**config.mk**
```make
export PLATFORM = sky130hd
export DESIGN_NAME = aux_ade_regen_flat
export DESIGN_NICKNAME = d
export VERILOG_FILES = /design/src/rtl/aux_ade_regen_pkg.sv /design/src/rtl/aux_ade_regen_if.sv /design/src/rtl/aux_ade_regen.sv /design/src/flat_wrapper.sv
export SDC_FILE = /design/constraint.sdc
export NUM_CORES = 1
export LEC_CHECK = 0
export ABC_AREA = 1
export CAP_MARGIN = 20
export CELL_PAD_IN_SITES_DETAIL_PLACEMENT = 1
export CELL_PAD_IN_SITES_GLOBAL_PLACEMENT = 1
export CORE_MARGIN = 4
export CORE_UTILIZATION = 37
export DETAILED_ROUTE_END_ITERATION = 8
export PLACE_DENSITY_LB_ADDON = 0.1
export SETUP_SLACK_MARGIN = 0.15
export SLEW_MARGIN = 10
export SYNTH_ARGS = -nofsm -noshare
export SYNTH_HDL_FRONTEND = slang
export SYNTH_SLANG_ARGS = --single-unit
export TNS_END_PERCENT = 10
```
**constraint.sdc**
```tcl
create_clock -name fifo_clk -period 2.5 [get_ports fifo_clk]
set_input_delay 0.75 -clock fifo_clk [delete_from_list [all_inputs] [get_ports fifo_clk]]
set_output_delay 0.75 -clock fifo_clk [all_outputs]
set_load 0.02 [all_outputs]
```
**src/rtl/aux_ade_regen_pkg.sv**
```systemverilog
// rtl/aux_ade_regen_pkg.sv - shared constants, FSM states and header check for the aux data-island regenerator
package aux_ade_regen_pkg;

  localparam int H_TOTAL   = 1650;  // pixels per line
  localparam int BURST_LEN = 32;    // aux words (= ade cycles) per data island
  localparam int MAX_BURST = 10;    // bursts allowed to start per line

  localparam int HCNT_W    = 11;
  localparam int WORD_W    = 24;
  localparam int BEAT_W    = $clog2(BURST_LEN);
  localparam int LINE_W    = 4;

  // Field positions inside a FIFO word {hpos[11:0], aux[11:0]}
  localparam int HPOS_MSB  = 23;
  localparam int HPOS_LSB  = 12;
  localparam int AUX_MSB   = 11;
  localparam int AUX_LSB   = 0;

  typedef enum logic [2:0] {
    ST_IDLE,
    ST_PRIME,
    ST_FILL,
    ST_WAIT,
    ST_BURST
  } state_t;

  // A header is unusable when the spare bit is set or it points past the line end.
  function automatic logic hpos_bad(input logic [11:0] hpos);
    return hpos[11] || (hpos[10:0] >= HCNT_W'(H_TOTAL));
  endfunction

endpackage

```
**src/rtl/aux_ade_regen_if.sv**
```systemverilog
// rtl/aux_ade_regen_if.sv - timing, aux FIFO read side and encoder side of the regenerator
interface aux_ade_regen_if;
  import aux_ade_regen_pkg::*;

  logic [HCNT_W-1:0] hcnt;      // horizontal pixel counter
  logic              vde;       // video data enable
  logic              ax_empty;  // recv aux FIFO empty
  logic [WORD_W-1:0] axdout;    // recv aux FIFO Q, valid the cycle after ax_rd_en
  logic              ax_rd_en;  // FIFO read strobe
  logic              ade;       // aux data enable to encoder
  logic [3:0]        aux0;      // aux[3:0]
  logic [3:0]        aux1;      // aux[7:4]
  logic [3:0]        aux2;      // aux[11:8]
  logic [LINE_W-1:0] ade_num;   // bursts started in the previous line
  logic              underrun;  // sticky FIFO underrun during a burst
  logic              hdr_err;   // sticky bad header

  modport slave (
    input  hcnt, vde, ax_empty, axdout,
    output ax_rd_en, ade, aux0, aux1, aux2, ade_num, underrun, hdr_err
  );

  modport master (
    output hcnt, vde, ax_empty, axdout,
    input  ax_rd_en, ade, aux0, aux1, aux2, ade_num, underrun, hdr_err
  );

endinterface

```
**src/rtl/aux_ade_regen.sv**
```systemverilog
// rtl/aux_ade_regen.sv - replays 32-word aux bursts as ade/aux nibbles at the header hpos during blanking
//
// Ports:
//   fifo_clk  in  pixel clock, the only clock
//   sys_rst   in  asynchronous active-high reset
//   aux_bus   slave modport: hcnt/vde timing, ax_empty/axdout/ax_rd_en FIFO
//             read side, ade/aux0..2 encoder side, ade_num/underrun/hdr_err status
module aux_ade_regen
  import aux_ade_regen_pkg::*;
(
  input  logic            fifo_clk,
  input  logic            sys_rst,
  aux_ade_regen_if.slave  aux_bus
);

  state_t            r_state;
  state_t            w_next;
  logic [11:0]       r_hpos;
  logic [BEAT_W-1:0] r_beat;
  logic [LINE_W-1:0] r_line_cnt;
  logic [LINE_W-1:0] r_ade_num;
  logic              r_dry;       // a data read of the current burst was skipped
  logic              r_ade;
  logic [11:0]       r_aux;
  logic              r_underrun;
  logic              r_hdr_err;

  logic              w_match;
  logic              w_rd;
  logic              w_last;
  logic              w_hdr_bad;

  assign w_match   = (r_state == ST_WAIT) && !aux_bus.vde &&
                     (aux_bus.hcnt == r_hpos[10:0]) &&
                     (r_line_cnt < LINE_W'(MAX_BURST));
  assign w_last    = (r_beat == BEAT_W'(BURST_LEN - 1));
  assign w_hdr_bad = hpos_bad(aux_bus.axdout[HPOS_MSB:HPOS_LSB]);

  always_comb begin
    w_next = r_state;
    w_rd   = 1'b0;
    case (r_state)
      ST_IDLE: begin
        if (aux_bus.vde) w_next = ST_PRIME;
      end
      ST_PRIME: begin
        if (!aux_bus.ax_empty) begin
          w_rd   = 1'b1;
          w_next = ST_FILL;
        end
      end
      ST_FILL: begin
        w_next = w_hdr_bad ? ST_PRIME : ST_WAIT;
      end
      ST_WAIT: begin
        if (w_match) begin
          w_rd   = !aux_bus.ax_empty;
          w_next = ST_BURST;
        end
      end
      ST_BURST: begin
        w_rd = !aux_bus.ax_empty;
        // The last-beat read is the next burst's word0; only a clean burst
        // whose prefetch succeeded may skip straight to FILL.
        if (w_last) w_next = (!r_dry && !aux_bus.ax_empty) ? ST_FILL : ST_PRIME;
      end
      default: w_next = ST_IDLE;
    endcase
  end

  always_ff @(posedge fifo_clk or posedge sys_rst) begin
    if (sys_rst) r_state <= ST_IDLE;
    else         r_state <= w_next;
  end

  always_ff @(posedge fifo_clk or posedge sys_rst) begin
    if (sys_rst) begin
      r_hpos     <= '0;
      r_beat     <= '0;
      r_line_cnt <= '0;
      r_ade_num  <= '0;
      r_dry      <= 1'b0;
      r_ade      <= 1'b0;
      r_aux      <= '0;
      r_underrun <= 1'b0;
      r_hdr_err  <= 1'b0;
    end else begin
      r_ade <= 1'b0;
      r_aux <= '0;

      if (r_state == ST_FILL) begin
        r_hpos <= aux_bus.axdout[HPOS_MSB:HPOS_LSB];
        if (w_hdr_bad) r_hdr_err <= 1'b1;
      end

      // Match cycle: word0 already sits on axdout from the PRIME/prefetch read.
      if (w_match) begin
        r_ade  <= 1'b1;
        r_aux  <= aux_bus.axdout[AUX_MSB:AUX_LSB];
        r_beat <= BEAT_W'(1);
        r_dry  <= aux_bus.ax_empty;
        if (aux_bus.ax_empty) r_underrun <= 1'b1;
      end

      if (r_state == ST_BURST) begin
        r_ade  <= 1'b1;
        r_aux  <= r_dry ? 12'h000 : aux_bus.axdout[AUX_MSB:AUX_LSB];
        r_beat <= r_beat + BEAT_W'(1);
        // A missing prefetch on the last beat is not an underrun of this burst.
        if (!w_last && aux_bus.ax_empty) begin
          r_dry      <= 1'b1;
          r_underrun <= 1'b1;
        end
      end

      if (aux_bus.hcnt == '0) begin
        r_ade_num  <= r_line_cnt;
        r_line_cnt <= w_match ? LINE_W'(1) : '0;
      end else if (w_match) begin
        r_line_cnt <= r_line_cnt + LINE_W'(1);
      end
    end
  end

  assign aux_bus.ax_rd_en = w_rd;
  assign aux_bus.ade      = r_ade;
  assign aux_bus.aux0     = r_aux[3:0];
  assign aux_bus.aux1     = r_aux[7:4];
  assign aux_bus.aux2     = r_aux[11:8];
  assign aux_bus.ade_num  = r_ade_num;
  assign aux_bus.underrun = r_underrun;
  assign aux_bus.hdr_err  = r_hdr_err;

endmodule

```
**src/flat_wrapper.sv**
```systemverilog
// flat-port wrapper written by rule: the top's interface ports become plain ports
module aux_ade_regen_flat import aux_ade_regen_pkg::*;
  (fifo_clk, sys_rst, aux_bus_hcnt, aux_bus_vde, aux_bus_ax_empty, aux_bus_axdout, aux_bus_ax_rd_en, aux_bus_ade, aux_bus_aux0, aux_bus_aux1, aux_bus_aux2, aux_bus_ade_num, aux_bus_underrun, aux_bus_hdr_err);
  aux_ade_regen_if aux_bus_i ();
  input  logic fifo_clk;
  input  logic sys_rst;
  input wire logic [$bits(aux_bus_i.hcnt)-1:0] aux_bus_hcnt;
  input wire logic [$bits(aux_bus_i.vde)-1:0] aux_bus_vde;
  input wire logic [$bits(aux_bus_i.ax_empty)-1:0] aux_bus_ax_empty;
  input wire logic [$bits(aux_bus_i.axdout)-1:0] aux_bus_axdout;
  output wire logic [$bits(aux_bus_i.ax_rd_en)-1:0] aux_bus_ax_rd_en;
  output wire logic [$bits(aux_bus_i.ade)-1:0] aux_bus_ade;
  output wire logic [$bits(aux_bus_i.aux0)-1:0] aux_bus_aux0;
  output wire logic [$bits(aux_bus_i.aux1)-1:0] aux_bus_aux1;
  output wire logic [$bits(aux_bus_i.aux2)-1:0] aux_bus_aux2;
  output wire logic [$bits(aux_bus_i.ade_num)-1:0] aux_bus_ade_num;
  output wire logic [$bits(aux_bus_i.underrun)-1:0] aux_bus_underrun;
  output wire logic [$bits(aux_bus_i.hdr_err)-1:0] aux_bus_hdr_err;
  assign aux_bus_i.hcnt = aux_bus_hcnt;
  assign aux_bus_i.vde = aux_bus_vde;
  assign aux_bus_i.ax_empty = aux_bus_ax_empty;
  assign aux_bus_i.axdout = aux_bus_axdout;
  assign aux_bus_ax_rd_en = aux_bus_i.ax_rd_en;
  assign aux_bus_ade = aux_bus_i.ade;
  assign aux_bus_aux0 = aux_bus_i.aux0;
  assign aux_bus_aux1 = aux_bus_i.aux1;
  assign aux_bus_aux2 = aux_bus_i.aux2;
  assign aux_bus_ade_num = aux_bus_i.ade_num;
  assign aux_bus_underrun = aux_bus_i.underrun;
  assign aux_bus_hdr_err = aux_bus_i.hdr_err;
  aux_ade_regen u_core (.fifo_clk(fifo_clk), .sys_rst(sys_rst), .aux_bus(aux_bus_i));
endmodule
```
==> results.yml <==
outcome:
  status: "finished clean"
detailed_routing:
  drt_wl_total_mm: 6.93
  route.met2.wl_mm: 3.89
  num_vias: 2103
  dr.first_iter.drc_count: 58
  detailroute.wirelength.met3_um: 203
  dr.pass1.iters: 4
  topRoutingLayerUsed: "met4"
  drt.antenna.violating_nets: 0
  post_drt_wl_per_cell_um: 15.8
  drcViolationCount: 0
  route.layer.met1.wl_mm: 2.73
  post_drt_via_cell_ratio: 4.79
critical_path:
  worst-endpoint-arrival_ns: 1.67
  crit_path_end_kind: "output port"
  slowest_delay_ns: 0.15
  critPathLaunchType: "input pin"
  worstPathMaxFanout: 2
  timing.rr.end: "u_core.r_state[0]"
  cp.depth: 10
  worstRegToRegCells: 12
  cell_chain_critical_path: "buf_6 -> inv_2 -> nand2_1 -> nand2_1 -> nor2_2 -> nand2_2 -> nor2_4 -> nand2_4 -> a31oi_4 -> buf_6"
  cp_data_required_time_ns: 1.75
  cell_family_with_most_cp_delay: "simple AND/OR/NAND/NOR gates"
  crit_path_top_delay_cell: "sky130_fd_sc_hd__a31oi_4"
  path_class: "in2out"
  cp_num_buf_inv: 3
  regToRegSetupSlack_ns: 0.80
  setup.worst_path.end: "aux_bus_ax_rd_en"
  worst_setup_path_startpoint: "aux_bus_hcnt[8]"
  crit-reg2reg-launch: "u_core.r_state[2]"
global_routing:
  global_route.usage.total_pct: 19.5
  global_route.overflow_total: 0
  antenna_violations_before_repair: 0
  grt_pass1_vias: 2122
  grt_pass1_wl_mm: 10.7
  grt_start_max_net_pins: 44
timing:
  rsz_0062_raised_after_global_routing: "true"
  worst-slew-pin-transition_ns: 0.329
  final_period_minus_worst_setup_slack_ns: 2.42
  finalMaxSlewViolations: 0
  post-route-period-util_pct: 96.6
  setup_slack_ns: 0.0844
  final.hold.worst_slack_ns: 0.463
  fmaxAchievable_ghz: 0.414
  timing_hold_violations_final: 0
  timing.final.setup_violations: 0
  clock_skew_ns: 0.00769
  worst_slew_margin_pct: 78.0
die:
  design.die.area_um2: 7040
  core.rowCount: 27
  chipWidth_um: 83.9
  core_um2: 5540
  starting_density_pct: 38.5
  dieHeight_um: 83.9
  io_pins: 59
synthesis:
  count_of_cell_types_in_the_netlist: 31
  number_of_instances_in_the_synthesized_netlist: 266
  synth_largest_type_area_fraction_pct: 50.5
  leading_cell_types_by_total_area_after_synthesis: "sky130_fd_sc_hd__dfrtp_1 (50%), sky130_fd_sc_hd__nand2_1 (14%), sky130_fd_sc_hd__inv_1 (7.8%), sky130_fd_sc_hd__o21ai_0 (4.7%), sky130_fd_sc_hd__nor2_1 (3.9%)"
  yosys.area.top_type: "sky130_fd_sc_hd__dfrtp_1"
  synth.yosys.seq_area_share_pct: 50.5
  synth.ff_latch_count: 43
  syn-cell-area_um2: 2130
  synthesis.nets: 308
  syn_area_per_cell_um2: 8.01
  yosys_warnings: 0
cts:
  numClockSinks: 43
  tritoncts_clock_tree: "done"
  ctsRootBufferMaster: "sky130_fd_sc_hd__clkbuf_8"
  clkLatencyLatePin_ns: 0.30
  clk_pin_slew_worst_paths_ns: 0.08
  clk_path_buf_depth: 2
  hold_buffers: 0
  cts_htree_levels: 2
  cts_bufs_inserted: 5
placed_design:
  dp_hpwl_mm: 4.46
  final_replace_weighted_congestion: 0.783
  preCtsSetupSlack_ns: -0.828
  count_of_buffers_inserted_at_the_top_level_ports: 58
power_and_ir_drop:
  power.leakage_uw: 0.00172
  power-per-cell-area_nw_per_um2: 630
  ir_worst_vdd_mv: 0.507
final_layout:
  layout_common_cells: "sky130_fd_sc_hd__nand2_1 (62), sky130_fd_sc_hd__clkdlybuf4s50_1 (45), sky130_fd_sc_hd__dfrtp_1 (43)"
  num_antenna_cells: 0
  nNetsFinal: 408
  layout-area-overhead-vs-synth_pct: 55.8
  final_common_cell: "sky130_fd_sc_hd__nand2_1"
  post_route_cells_drive_above_1_share_pct: 31.1
flow_run:
  maxCapViolCount: 0
worst_hold_path:
  whs_path_depth: 1
  worstHoldPathType: "reg2reg"
==> layout make-up <==
class                      count  area, µm²
fill                         668       2220
sequential                    43       1080
multi-input combinational    171        942
timing repair buffer          97        930
inverter                      48        198
tap                           72       90.1
clock buffer                   6       72.6
clock inverter                 2       12.5
==> stage by stage <==
step / cells / power [µW] / cell area (µm²) / util [%] / TNS, ns
after detailed placement: 414 / 1500 / 2950 / 53.3 / -0.828
after global routing: 439 / 2240 / 3320 / 59.9 / 0
after CTS: 435 / 1990 / 3120 / 56.2 / 0
after global placement: 414 / 1470 / 2950 / 53.3 / -0.795
after floorplan: 266 / 1260 / 2140 / - / 0
final: 439 / 2090 / 3320 / 59.9 / 0
==> synthesized netlist by cell type <==
cell type                  number
sky130_fd_sc_hd__nor2_1        22
sky130_fd_sc_hd__o21bai_1       1
sky130_fd_sc_hd__nand2_8        1
sky130_fd_sc_hd__buf_12         1
sky130_fd_sc_hd__buf_2          1
sky130_fd_sc_hd__nand2_1       79
sky130_fd_sc_hd__or2_1          1
sky130_fd_sc_hd__nand3_2        1
sky130_fd_sc_hd__a21oi_1        1
sky130_fd_sc_hd__o211ai_1       1
sky130_fd_sc_hd__nand2_2        1
sky130_fd_sc_hd__clkinv_1       1
sky130_fd_sc_hd__dfrtp_1       43
sky130_fd_sc_hd__o21ai_0       20
sky130_fd_sc_hd__clkbuf_1       2
sky130_fd_sc_hd__or2_2          3
sky130_fd_sc_hd__nand2_4        1
sky130_fd_sc_hd__ha_1           3
sky130_fd_sc_hd__nand3_1       11
sky130_fd_sc_hd__a21o_1         1
sky130_fd_sc_hd__inv_4          1
sky130_fd_sc_hd__a31oi_1        1
sky130_fd_sc_hd__and3_1         5
sky130_fd_sc_hd__nor2_4         2
sky130_fd_sc_hd__xor2_1         1
sky130_fd_sc_hd__inv_1         44
sky130_fd_sc_hd__nor3_1         3
sky130_fd_sc_hd__inv_2          2
sky130_fd_sc_hd__nor2_2         2
sky130_fd_sc_hd__nand4_1        3
sky130_fd_sc_hd__and3_2         7
==> flip-flops by register name (all words and copies together) (netlist names) <==
signal and cells:
u_core.r_line_cnt 4, u_core.r_dry 1, u_core.r_aux 12, u_core.r_beat 5
u_core.aux_bus.underrun 1, u_core.r_state 3, u_core.aux_bus.ade 1, u_core.aux_bus.hdr_err 1
u_core.r_hpos 11, u_core.aux_bus.ade_num 4
==> worst min path at each step <==
| stage | start | end | slack (ns) |
|---|---|---|---|
| after floorplan | u_core.r_hpos[9] | u_core.r_hpos[9] | 0.46 |
| after global placement | u_core.aux_bus.hdr_err | u_core.aux_bus.hdr_err | 0.44 |
| after detailed placement | u_core.aux_bus.hdr_err | u_core.aux_bus.hdr_err | 0.45 |
| after CTS | u_core.aux_bus.hdr_err | u_core.aux_bus.hdr_err | 0.47 |
| after global routing | u_core.aux_bus.hdr_err | u_core.aux_bus.hdr_err | 0.49 |
| final | u_core.aux_bus.hdr_err | u_core.aux_bus.hdr_err | 0.46 |
==> logic make-up (layout without fill, tap and decap cells) <==
group                      Yosys count  after routing  synth area share [%]
and+or+nand+nor                    142            142                  30.9
buffers and inverters               52            153                  10.1
DFF                                 43             43                  50.5
adders and majority gates            3              3                  1.76
AOI/OAI and AO/OA                   25             25                  6.28
xor gates and xnor gates             1              1                 0.411
==> power by group <==
group          switching [µW]  internal (µW)
Combinational             450            307
Clock                     254            196
Sequential               78.1            807
Total                     782           1310
==> routing by layer <==
layer	GRT usage (%)	vias up
met3	3.85	10
li1	-	1015
met4	6.14	0
met5	0	-
met1	22.4	1040
met2	36.0	38
==> what timing repair did <==
item / 4_1_cts / 5_1_grt
gates resized for setup: 66 / 51
pin swaps: 20 / 26
endpoints found under the hold margin: 0 / 0
setup buffers: 13 / 4
endpoints found under the setup margin: 1 / 8
Note: power is estimated with default switching activity, not from simulation.
